## config.mk

```make
export PLATFORM = sky130hd
export DESIGN_NAME = module_grid_sampler
export DESIGN_NICKNAME = d
export VERILOG_FILES = /design/src/rtl/module_grid_sampler.sv
export SDC_FILE = /design/constraint.sdc
export NUM_CORES = 1
export LEC_CHECK = 0
export BUFFER_PORTS_ARGS = -buffer_cell sky130_fd_sc_hd__buf_2
export CAP_MARGIN = 40
export CORE_MARGIN = 2
export CORE_UTILIZATION = 44
export DETAILED_ROUTE_END_ITERATION = 8
export GPL_TIMING_DRIVEN = 0
export HOLD_SLACK_MARGIN = 0.08
export PLACE_DENSITY_LB_ADDON = 0.1
export SLEW_MARGIN = 20
export SYNTH_ARGS = -nofsm -noshare
export SYNTH_HDL_FRONTEND = slang
export SYNTH_SLANG_ARGS = --single-unit
```

## constraint.sdc

```tcl
create_clock -name clk_in -period 3.4 [get_ports clk_in]
set_input_delay 0.68 -clock clk_in [delete_from_list [all_inputs] [get_ports clk_in]]
set_output_delay 0.68 -clock clk_in [all_outputs]
set_load 0.02 [all_outputs]
```

## src/rtl/module_grid_sampler.sv

```systemverilog
// -----------------------------------------------------------------------------
// module_grid_sampler
//
// Purpose:
//   Walks a GRID x GRID lattice of QR module centres over the filtered binary
//   bitmap held in BRAM_one (1 bit/pixel, row-major, 2-cycle read latency).
//   It streams one sampled bit per module, row-major, to the decoder.
//   The lattice origin and pitch are latched on start_in. Positions are tracked
//   in 13-bit Q9.4 accumulators that saturate at 8191. A saturated
//   accumulator, or a pixel outside the image, yields a 0 sample and sets the
//   sticky error flag.
//
// Optional feature (macro SAMPLER_MAJORITY_EN):
//   Each module reads (px-1,py), (px,py) and (px+1,py). The neighbour x is
//   clamped to the image, and the bit is the 2-of-3 majority vote.
//   Without the macro, only the centre pixel is read.
//
// Ports:
//   clk_in, rst_n_in       clock, asynchronous active-low reset
//   start_in               1-cycle pulse in IDLE: latch origin/pitch, begin
//   origin_x_in/_y_in      top-left pixel of module (0,0)
//   pitch_in               module pitch, unsigned Q8.4 pixels/module
//   BRAM_one_address       registered read address
//   BRAM_one_data          read data for the address registered 2 edges ago
//   bit_out/bit_last_out   sampled bit / marks module GRID*GRID-1
//   bit_valid_out          bit offered to the consumer
//   bit_ready_in           consumer ready
//   busy_out               frame in progress
//   done_out               1-cycle pulse after the final bit is accepted
//   error_out              sticky out-of-image flag, cleared by start
//   dbg_state_o            current FSM state (debug)
//
// Handshake: a bit transfers on a rising edge where bit_valid_out and
// bit_ready_in are both high. Once valid is raised, bit_out and bit_last_out
// hold until that transfer. Valid never drops without a transfer.
// -----------------------------------------------------------------------------
module module_grid_sampler #(
    parameter int WIDTH  = 480,
    parameter int HEIGHT = 480,
    parameter int GRID   = 21,
    parameter int ADDR_W = 19
) (
    input  logic              clk_in,
    input  logic              rst_n_in,
    input  logic              start_in,
    input  logic [8:0]        origin_x_in,
    input  logic [8:0]        origin_y_in,
    input  logic [11:0]       pitch_in,
    output logic [ADDR_W-1:0] BRAM_one_address,
    input  logic              BRAM_one_data,
    output logic              bit_out,
    output logic              bit_valid_out,
    input  logic              bit_ready_in,
    output logic              bit_last_out,
    output logic              busy_out,
    output logic              done_out,
    output logic              error_out,
    output logic [2:0]        dbg_state_o
);

    localparam int              CW       = (GRID > 1) ? $clog2(GRID) : 1;
    localparam logic [CW-1:0]   LAST_IDX = CW'(GRID - 1);
    localparam logic [12:0]     ACC_SAT  = 13'h1FFF;
    localparam logic [9:0]      WIDTH_L  = 10'(WIDTH);
    localparam logic [9:0]      HEIGHT_L = 10'(HEIGHT);

    typedef enum logic [2:0] {
        S_IDLE     = 3'd0,
        S_ISSUE    = 3'd1,
        S_WAIT_ONE = 3'd2,
        S_WAIT_TWO = 3'd3,
        S_OUTPUT   = 3'd4,
        S_DONE     = 3'd5
    } state_e;

    state_e            state_q, state_d;
    logic [11:0]       pitch_q;
    logic [12:0]       ax0_q, ax_q, ay_q;
    logic [CW-1:0]     row_q, col_q;
    logic [ADDR_W-1:0] addr_q;
    logic              oob_q, sample_q, error_q;

    // Saturating Q9.4 add. Once at 8191 the accumulator stays there.
    function automatic logic [12:0] sat_add(input logic [12:0] a, input logic [11:0] b);
        logic [13:0] s;
        s = {1'b0, a} + {2'b00, b};
        return s[13] ? ACC_SAT : s[12:0];
    endfunction

    logic [12:0] x_start, y_start;
    assign x_start = sat_add({origin_x_in, 4'b0000}, {1'b0, pitch_in[11:1]});
    assign y_start = sat_add({origin_y_in, 4'b0000}, {1'b0, pitch_in[11:1]});

    logic [8:0]        px, py, sx;
    logic              in_bounds, last_mod, taps_done;
    logic [ADDR_W-1:0] rd_addr;

    assign px        = ax_q[12:4];
    assign py        = ay_q[12:4];
    assign in_bounds = (ax_q != ACC_SAT) && (ay_q != ACC_SAT) &&
                       ({1'b0, px} < WIDTH_L) && ({1'b0, py} < HEIGHT_L);
    assign last_mod  = (row_q == LAST_IDX) && (col_q == LAST_IDX);

`ifdef SAMPLER_MAJORITY_EN
    logic [1:0] tap_q;   // 0: left neighbour, 1: centre, 2: right neighbour
    logic [1:0] ones_q;  // ones seen in taps already captured

    // Neighbour x clamps to the image edge. It only matters when the centre is in bounds.
    always_comb begin
        sx = px;
        if (tap_q == 2'd0 && px != 9'd0) begin
            sx = px - 9'd1;
        end else if (tap_q == 2'd2 && {1'b0, px} != (WIDTH_L - 10'd1)) begin
            sx = px + 9'd1;
        end
    end
    assign taps_done = (tap_q == 2'd2);
`else
    assign sx        = px;
    assign taps_done = 1'b1;
`endif

    assign rd_addr = ADDR_W'(sx) + ADDR_W'(py) * ADDR_W'(WIDTH);

    // State register
    always_ff @(posedge clk_in or negedge rst_n_in) begin
        if (!rst_n_in) begin
            state_q <= S_IDLE;
        end else begin
            state_q <= state_d;
        end
    end

    // Next state and handshake/status outputs
    always_comb begin
        state_d       = state_q;
        bit_valid_out = 1'b0;
        bit_last_out  = 1'b0;
        busy_out      = 1'b0;
        done_out      = 1'b0;
        unique case (state_q)
            S_IDLE: begin
                if (start_in) state_d = S_ISSUE;
            end
            S_ISSUE: begin
                busy_out = 1'b1;
                state_d  = S_WAIT_ONE;
            end
            S_WAIT_ONE: begin
                busy_out = 1'b1;
                state_d  = S_WAIT_TWO;
            end
            S_WAIT_TWO: begin
                busy_out = 1'b1;
                state_d  = taps_done ? S_OUTPUT : S_ISSUE;
            end
            S_OUTPUT: begin
                busy_out      = 1'b1;
                bit_valid_out = 1'b1;
                bit_last_out  = last_mod;
                if (bit_ready_in) state_d = last_mod ? S_DONE : S_ISSUE;
            end
            S_DONE: begin
                done_out = 1'b1;
                state_d  = S_IDLE;
            end
            default: state_d = S_IDLE;
        endcase
    end

    // Datapath: accumulators, counters, address and sample registers
    always_ff @(posedge clk_in or negedge rst_n_in) begin
        if (!rst_n_in) begin
            pitch_q  <= '0;
            ax0_q    <= '0;
            ax_q     <= '0;
            ay_q     <= '0;
            row_q    <= '0;
            col_q    <= '0;
            addr_q   <= '0;
            oob_q    <= 1'b0;
            sample_q <= 1'b0;
            error_q  <= 1'b0;
`ifdef SAMPLER_MAJORITY_EN
            tap_q    <= '0;
            ones_q   <= '0;
`endif
        end else begin
            case (state_q)
                S_IDLE: begin
                    if (start_in) begin
                        pitch_q <= pitch_in;
                        ax0_q   <= x_start;
                        ax_q    <= x_start;
                        ay_q    <= y_start;
                        row_q   <= '0;
                        col_q   <= '0;
                        error_q <= 1'b0;
`ifdef SAMPLER_MAJORITY_EN
                        tap_q   <= '0;
`endif
                    end
                end
                S_ISSUE: begin
                    addr_q <= in_bounds ? rd_addr : '0;
                    oob_q  <= !in_bounds;
                    if (!in_bounds) error_q <= 1'b1;
                end
                S_WAIT_TWO: begin
`ifdef SAMPLER_MAJORITY_EN
                    if (tap_q == 2'd2) begin
                        sample_q <= !oob_q && ((ones_q + {1'b0, BRAM_one_data}) >= 2'd2);
                        tap_q    <= '0;
                    end else begin
                        ones_q <= (tap_q == 2'd0) ? {1'b0, BRAM_one_data}
                                                  : ones_q + {1'b0, BRAM_one_data};
                        tap_q  <= tap_q + 2'd1;
                    end
`else
                    sample_q <= !oob_q && BRAM_one_data;
`endif
                end
                S_OUTPUT: begin
                    if (bit_ready_in) begin
                        if (col_q == LAST_IDX) begin
                            col_q <= '0;
                            row_q <= row_q + 1'b1;
                            ax_q  <= ax0_q;
                            ay_q  <= sat_add(ay_q, pitch_q);
                        end else begin
                            col_q <= col_q + 1'b1;
                            ax_q  <= sat_add(ax_q, pitch_q);
                        end
                    end
                end
                default: ;
            endcase
        end
    end

    assign BRAM_one_address = addr_q;
    assign bit_out          = sample_q;
    assign error_out        = error_q;
    assign dbg_state_o      = state_q;

endmodule

```

# --- Yosys cells after proc, flatten, opt, wreduce, memory -nomap -nowiden ---
# Cells that the tools add are included.
# W data, S select, Z words.
totals:
  ram_bits: 0
  mem_count: 0
  elab_cells: 81
  output_inout_bits: 28
  latch_bits: 0
  register_bits: 86
  mem_bits_ro: 0
classes:
  n_div: 0
  shifts: 0
  n_reduce_logical: 16
  mul: 1
  bitwise_logic: 0
  order_cmp: 2
  eq_ne: 13
  n_addsub: 7
  n_mux: 31
ops:
  columns: ["cell", "count"]
  rows:
  - ["$mux W13", 10]
  - ["$pmux W13 S2", 2]
  - ["$add A13 B11 Y14", 2]
  - ["$add A13 B12 Y14", 2]
  - ["$ne A13 B13 Y1 const B", 2]
  - ["$mux W5", 5]
  - ["$pmux W5 S2", 2]
  - ["$add A9 B18 Y19", 1]
  - ["$mux W19", 1]
  - ["$lt A9 B9 Y1 const B", 2]
  - ["$pmux W3 S5", 1]
  - ["$mul A9 B4 Y13 const B", 1]
  - ["$add A5 B1 Y5 const B", 2]
  - ["$eq A5 B5 Y1 const B", 2]
  - ["$mux W3", 3]
  - ["$ne A2 B2 Y1 const B", 4]
  - ["$eq A3 B2 Y1 const B", 2]
  - ["$eq A3 B3 Y1 const B", 2]
  - ["$mux W1", 6]
  - ["$reduce_and A3 Y1", 2]
  - ["$logic_and A1 B1 Y1", 5]
  - ["$reduce_and A2 Y1", 2]
  - ["$reduce_and A4 Y1", 1]
  - ["$reduce_bool A2 Y1", 2]
  - ["other kinds (5)", 6]

# --- Longest topological paths before layout ---
# Gate-level depths: netlist of run 1.
logic_depth:
  ltp_word: 6
  ltp_mapped: 13
  depth_no_buf: 12

# --- Worst setup path before layout of run 1 ---
# OpenSTA, ideal clock, no wires.
synth_timing:
  path_type: "register to register"
  from: "register ay_q[10]"
  to: "register addr_q[16], in the netlist BRAM_one_address[16]"
  arrival_ps: 3496
  setup_ps: 92
  synth_period_minus_slack_ps: 3588
  path_buffers: 1
  slack_ps: -188
  required_ps: 3308
  stages_incl_launch_ff: 14
  cell_sequence: "dfrtp_1 > inv_1 > fa_1 > fa_1 > inv_1 > ha_1 > buf_2 > or3b_1 > nand3_1 > a311oi_1 > or2_4 > or3_4 > xnor2_2 > o31ai_2"
synth_between:
  elab_chain_len: 5
  word_cells_on_any_way: 8
  classes_between: "add/sub (1); mul (1); order compare (1); eq/ne (1); mux (1); reduce/logical (3)"
synth_rtl:
  columns: ["item", "line", "rtl"]
  rows:
  - ["start, declared", "78", "logic [12:0] ax0_q, ax_q, ay_q;"]
  - ["start signal, assigned", "195", "ay_q <= y_start;"]
  - ["start signal, assigned", "229", "ay_q <= sat_add(ay_q, pitch_q);"]
  - ["parallel branches: the longest is 4 deep, another holds $add A9 B18 Y19", null, null]
  - ["$mux W19 *", "205", "addr_q <= in_bounds ? rd_addr : '0;"]
  - ["end signal, assigned", "205", null]
  - ["end, declared", "80", "logic [ADDR_W-1:0] addr_q;"]
# Every way passes the cells marked *.
# A chain may end at the register's enable or synchronous reset.

# --- Final worst setup path of run 1 ---
# Ends and elaborated chain as after synthesis.

==> flow_summary.ini, run 1 <==
[outcome]
status = finished with violations
violations = negative setup slack

[synthesis]
yosys.area_share.simple = 0.184
synth_warnings = 0
netlist_area_um2 = 6910
yosys.area.top_type = dfrtp_1
ys_types = 72
synth_seq_area_share = 0.311
syn_inst = 792
synthAdderAreaFrac = 0.179
synthXorXnorAreaFrac = 0.0530
synth_edf_count = 0
syn-num-nets = 914
synth.area.mux_share = 0.00615
ys_ff_latch = 86
synth-async-reset-ratio = 1.00
synth_area_leaders = dfrtp_1 (31%), ha_1 (12%), nand2_1 (5.9%)
synth-compound-area-share = 0.218
ys.flop_type = dfrtp_1
syn_area_per_cell_um2 = 8.73
synth_top_family_by_area = compound AO/OA/AOI/OAI gates
yosysTopAreaCellShare = 0.311

[sta]
rsz0062_at_grt = yes
period_minus_slack_ns = 3.54
drv_slew = 0
setup_ws_ns = -0.135
skew_ns = 0.00965
min_period_over_period = 1.04
finalHoldViolations = 0
timing.fmax_ghz = 0.283
relSlewSlack = 0.585
fin_setup_tns_ns = -0.370
finalSetupViolations = 5
worst_pin_slew_ns = 0.618

[floorplan]
fp.dieArea_um2 = 16700
coreArea_um2 = 15300
rows = 45
die_h_um = 129
die_x_um = 129
pin_count = 63
initial_utilization = 0.453

[place]
dpl.hpwl_um = 14800
placedCellCount = 1066
post-place-ws_ns = -0.388
gp_congestion = 0.909
port_buffers = 62

[grt]
met2_usage = 0.385
grt_use_met3 = 0.0409
grt-ovfl-total = 0
use_met1 = 0.329
grt_pass1_vias = 6068
grt-busiest-layer = met2
antenna_found_initial = 0
grt_pass1_wl_um = 31300
grt_max_degree = 45
grt_usage = 0.239

[finish]
finalNetCount = 1007
drive_gt1_frac = 0.179
layoutNonFillerInstCount = 1101
n_antenna_cell = 0
area_growth_pct = 17.2

[critical_path]
required_ns = 3.66
critPathCaptureType = register
cp.arrival_ns = 3.79
path_buf_inv = 3
critPathMaxStageDelay_ns = 0.48
worst_setup_path_start_kind = register
cp_top_family = adder cells
worstPathCellList = inv_4 -> fa_1 -> fa_1 -> inv_1 -> ha_1 -> buf_6 -> o21a_1 -> o21ai_1 -> a22oi_2 -> xnor2_2 -> or3_4 -> xnor2_2 -> o31ai_2
critPathMaxFanout = 9
worstSetupPathType = reg2reg
slowest_stage = fa_1

[clock_network]
cts-root-buf = clkbuf_16
clk_pin_slew_worst_paths_ns = 0.07
cts_tree = done
hold_buffers = 0
cts_made_buffers = 9
cts_buffer_depth = 2
clkLatencyLatePin_ns = 0.35
htree_num_levels = 3
clock-sinks = 86

[routing]
wl_per_cell_um = 17.1
vias = 6136
first_pass_iters = 5
ant_nets = 0
drc = 0
first_iter_violations = 424
via_per_inst = 5.57
wirelength_um = 18900

[run]
drv_cap = 0

[worst_hold_path]
hold_class = in2async
-- synth_stat cells, drive strengths merged (4+ instances only) --
library cell	instances
fa	20
a211o	5
o211ai	7
xor2	15
a22o	4
nand2	108
a21oi	39
nand4b	5
a2111oi	5
and3	5
inv	60
a21o	19
o41ai	5
o221ai	16
and2	5
nand2b	14
ha	67
nor2b	13
o21a	13
o22ai	4
nand4	12
dfrtp	86
nor3b	4
nand3	12
a211oi	12
xnor2	26
nor2	67
buf	9
clkbuf	17
nor3	9
o21ai	62
o31ai	8
-- metrics by stage --
stage           util  hold WS, ns  cell area (µm²)
2_1_floorplan      -        0.384             7000
3_3_place_gp   0.496        0.453             7570
3_5_place_dp   0.498        0.461             7600
4_1_cts        0.526        0.352             8020
5_1_grt        0.531        0.385             8100
6_report       0.531        0.339             8100
-- layout by cell type (no fill, tap or decap), types with 4 or more instances in the layout --
cell       count
nand2_1      108
dfrtp_1       78
buf_2         66
nor2_1        64
ha_1          62
o21ai_0       56
inv_1         53
a21oi_1       37
xnor2_1       23
clkbuf_1      20
buf_4         19
a21o_1        18
fa_1          18
o221ai_1      16
xor2_1        15
nand2b_1      13
o21a_1        13
nor2b_1       13
nand4_1       12
nand3_1       12
a211oi_1      10
clkbuf_16      9
nor3_1         8
dfrtp_2        8
o211ai_1       7
o31ai_1        7
nand4b_1       5
a211o_1        5
inv_4          4
and2_1         4
o21ai_1        4
a22o_1         4
o41ai_1        4
o22ai_1        4
ha_4           4
-- final timing paths --
kind	cells past startpoint	slack (ns)	from	end
worst max-delay path	13	-0.14	ay_q[10]$_DFFE_PN0P_	BRAM_one_address[16]$_DFFE_PN0P_
worst min-delay path	1	0.34	rst_n_in	BRAM_one_address[2]$_DFFE_PN0P_
worst max register to register	13	-0.14	ay_q[10]$_DFFE_PN0P_	BRAM_one_address[16]$_DFFE_PN0P_
worst min register to register	2	0.47	BRAM_one_address[0]$_DFFE_PN0P_	BRAM_one_address[0]$_DFFE_PN0P_
max in group asynchronous	2	2.39	rst_n_in	ay_q[12]$_DFFE_PN0P_
min in group clk_in	2	0.47	BRAM_one_address[0]$_DFFE_PN0P_	BRAM_one_address[0]$_DFFE_PN0P_
-- cell type report --
cell class | count | area (µm²)
Buffer | 26 | 119
Clock buffer | 12 | 236
Clock inverter | 4 | 31.3
Fill cell | 1456 | 7150
Inverter | 60 | 235
Multi-Input combinational cell | 620 | 4580
Sequential cell | 86 | 2160
Tap cell | 211 | 264
Timing Repair Buffer | 82 | 480
-- worst reg2reg max path: stages, from the launching register on --
cell,delay [ns]
dfrtp_2,0.45
inv_4,0.13
fa_1,0.44
fa_1,0.48
inv_1,0.04
ha_1,0.29
buf_6,0.14
o21a_1,0.20
o21ai_1,0.19
a22oi_2,0.12
xnor2_2,0.19
or3_4,0.43
xnor2_2,0.15
o31ai_2,0.19
-- timing repair --
action	4_1_cts	5_1_grt
setup endpoints to repair	5	8
gates resized for setup	14	16
pin swaps	9	3
buffers inserted	15	3
-- state kept, by name (all words and copies together) (netlist names) --
name,cells
BRAM_one_address,19
ax0_q,13
ax_q,13
ay_q,13
bit_out,1
col_q,5
dbg_state_o,3
error_out,1
oob_q,1
pitch_q,12
row_q,5
-- per-layer routing --
layer | vias to the layer above | routed length, µm | part of all wire
met4 | 0 | 463 | 0.025
met1 | 2930 | 8740 | 0.46
met2 | 183 | 8660 | 0.46
li1 | 2990 | - | -
met5 | - | 0 | 0
met3 | 33 | 1000 | 0.053
-- kinds of logic (layout without fill, tap and decap cells) --
logic type      Yosys count  in the layout
mux                       4              4
fa+ha+maj                87             87
compound gates          220            220
buf+inv                  86            184
simple gates            268            268
flops                    86             86
xor+xnor                 41             41
Power of run 1 is not shown: default switching activity piles up to over one toggle a cycle in this logic, so the estimate is an artifact.
==> inputs of run 2 (changes only) <==
Settings changed: ABC_AREA set to 1.
==> flow_summary.ini, run 2 <==
[sta]
relSlewSlack = 0.663
finalSetupViolations = 3
worst_pin_slew_ns = 0.506
drv_slew = 0
period_minus_slack_ns = 3.48
timing.fmax_ghz = 0.287
setup_ws_ns = -0.0831
skew_ns = 0.0143
finalHoldViolations = 0
rsz0062_at_grt = yes
hold_ws_ns = 0.236
min_period_over_period = 1.02

[synthesis]
synth.top_cells.by_count = nand2_1 (284), inv_1 (136), dfrtp_1 (86), nand3_1 (86), a21oi_1 (69)
netlist_area_um2 = 7160
synth_edf_count = 0
synth_seq_area_share = 0.301
yosysTopAreaCellShare = 0.301
ys.flop_type = dfrtp_1
ys_ff_latch = 86
yosys.area.top_type = dfrtp_1
ys_types = 43
synthMostInstantiatedCell = nand2_1
synth_area_leaders = dfrtp_1 (30%), nand2_1 (15%), ha_1 (12%)
synth_warnings = 0
syn_area_per_cell_um2 = 7.23
syn_inst = 990
syn-num-nets = 1112
synth-async-reset-ratio = 1.00

[floorplan]
die_x_um = 132
pin_count = 63
fp.dieArea_um2 = 17300
coreArea_um2 = 15900
die_h_um = 132
rows = 46
initial_utilization = 0.450

[run]
drv_cap = 0

[critical_path]
cp.arrival_ns = 3.76
reg2reg_depth = 18
rrSetupSlack_ns = -0.08
worst_setup_path_start_kind = register
worstSetupPathType = reg2reg
crit_start = ay_q[5]$_DFFE_PN0P_
reg2reg_to = BRAM_one_address[17]$_DFFE_PN0P_
critPathCaptureType = register
critPathMaxFanout = 4
reg2reg_from = ay_q[5]$_DFFE_PN0P_
required_ns = 3.68

[grt]
grt_pass1_wl_um = 31500
grt_pass1_vias = 6263
grt_usage = 0.226
grt-ovfl-total = 0
antenna_found_initial = 0
grt_max_degree = 45

[place]
gp_congestion = 0.899
placedCellCount = 1269
dpl.hpwl_um = 14800
post-place-ws_ns = -0.324
port_buffers = 62

[routing]
via_per_inst = 5.04
vias = 6518
wirelength_um = 18500
drc = 0
ant_nets = 0
first_pass_iters = 5
wl_per_cell_um = 14.3
first_iter_violations = 498

[clock_network]
clock-sinks = 86
clk_pin_slew_worst_paths_ns = 0.07
cts_buffer_depth = 2
cts_tree = done
cts_made_buffers = 9
cts-root-buf = clkbuf_16
htree_num_levels = 3
clkLatencyLatePin_ns = 0.35

[outcome]
violations = negative setup slack
status = finished with violations

[finish]
drive_gt1_frac = 0.135
area_growth_pct = 15.2
layout_common_cells = nand2_1 (280), inv_1 (131), dfrtp_1 (83), nand3_1 (83), buf_2 (71)
n_antenna_cell = 0
finalNetCount = 1194
final_common_cell = nand2_1
nFillCells = 1617
layoutNonFillerInstCount = 1293
largest_reg_flops = 19

[worst_hold_path]
hold_class = in2async
-- run 2: changes by cell type after synthesis, sizes merged, moves of 7 or more --
cell,change
nand2,+179
clkbuf,-9
o21a,-8
nor2b,-13
nand3,+76
o21ai,-16
a211oi,-12
a21oi,+30
inv,+78
nand2b,-14
xnor2,-16
o221ai,-15
o211ai,-7
a21o,-15
-- run 2: kinds of logic (layout without fill, tap and decap cells) --
| group | after synthesis | after routing | share of synthesized area |
|---|---|---|---|
| AOI/OAI and AO/OA | 152 | 152 | 0.120 |
| xor gates and xnor gates | 27 | 27 | 0.0330 |
| adders and majority gates | 87 | 87 | 0.173 |
| buffers and inverters | 160 | 247 | 0.0887 |
| DFF | 86 | 86 | 0.301 |
| and+or+nand+nor | 478 | 478 | 0.284 |
-- run 2: repair_timing --
item,in CTS,in global routing
hold buffers,0,0
setup buffers,6,2
gates resized for setup,10,21
pin swaps,4,17
endpoints found under the setup margin,6,8
-- run 2: final cells by class --
| type | count | area (µm²) | share of cell area |
|---|---|---|---|
| clock buffers | 12 | 256 | 0.0311 |
| multi-input cells | 744 | 4460 | 0.542 |
| flip-flops and latches | 86 | 2160 | 0.262 |
| repair buffers | 71 | 408 | 0.0495 |
| well taps | 216 | 270 | 0.0328 |
| inverters | 139 | 524 | 0.0636 |
| clock inverters | 4 | 52.6 | 0.00638 |
| plain buffers | 21 | 110 | 0.0134 |
-- run 2: worst max-delay path by stage --
stage                                                  end  slack (ns)  depth (start not counted)
after CTS                 BRAM_one_address[17]$_DFFE_PN0P_       -0.14                         17
after detailed placement  BRAM_one_address[17]$_DFFE_PN0P_       -0.32                         17
after global routing      BRAM_one_address[17]$_DFFE_PN0P_       -0.27                         18
after floorplan           BRAM_one_address[17]$_DFFE_PN0P_      0.0007                         17
after global placement    BRAM_one_address[17]$_DFFE_PN0P_       -0.26                         17
final                     BRAM_one_address[17]$_DFFE_PN0P_       -0.08                         18
-- run 2: per-stage QoR --
step	cell area [µm²]	setup TNS, ns	util
detailed placement	7770	-1.03	0.489
CTS	8160	-0.247	0.514
floorplan	7160	0	-
finish	8240	-0.159	0.519
global route	8240	-1.16	0.519
global placement	7740	-0.649	0.487
-- run 2: worst max-delay path: stages (launching register included) --
cell and delay (ns):
dfrtp_2 0.42, fa_1 0.55, inv_1 0.06, fa_1 0.50
fa_1 0.56, inv_2 0.05, ha_4 0.29, nand2_4 0.05
nor2_4 0.11, nor2_2 0.05, nor2_2 0.11, nand2_2 0.08
nor2_4 0.13, nand3_4 0.10, nor2_4 0.11, nand2_1 0.06
nand2_1 0.06, nand3_1 0.07, nand2_1 0.07
-- run 2: routing by layer --
layer,vias to the layer above,track usage,part of all wire
met2,162,0.356,0.44
li1,3379,-,-
met4,0,0.0658,0.015
met5,-,0,0
met3,19,0.0301,0.046
met1,2958,0.325,0.50
Power of run 2 is left out for the same reason.
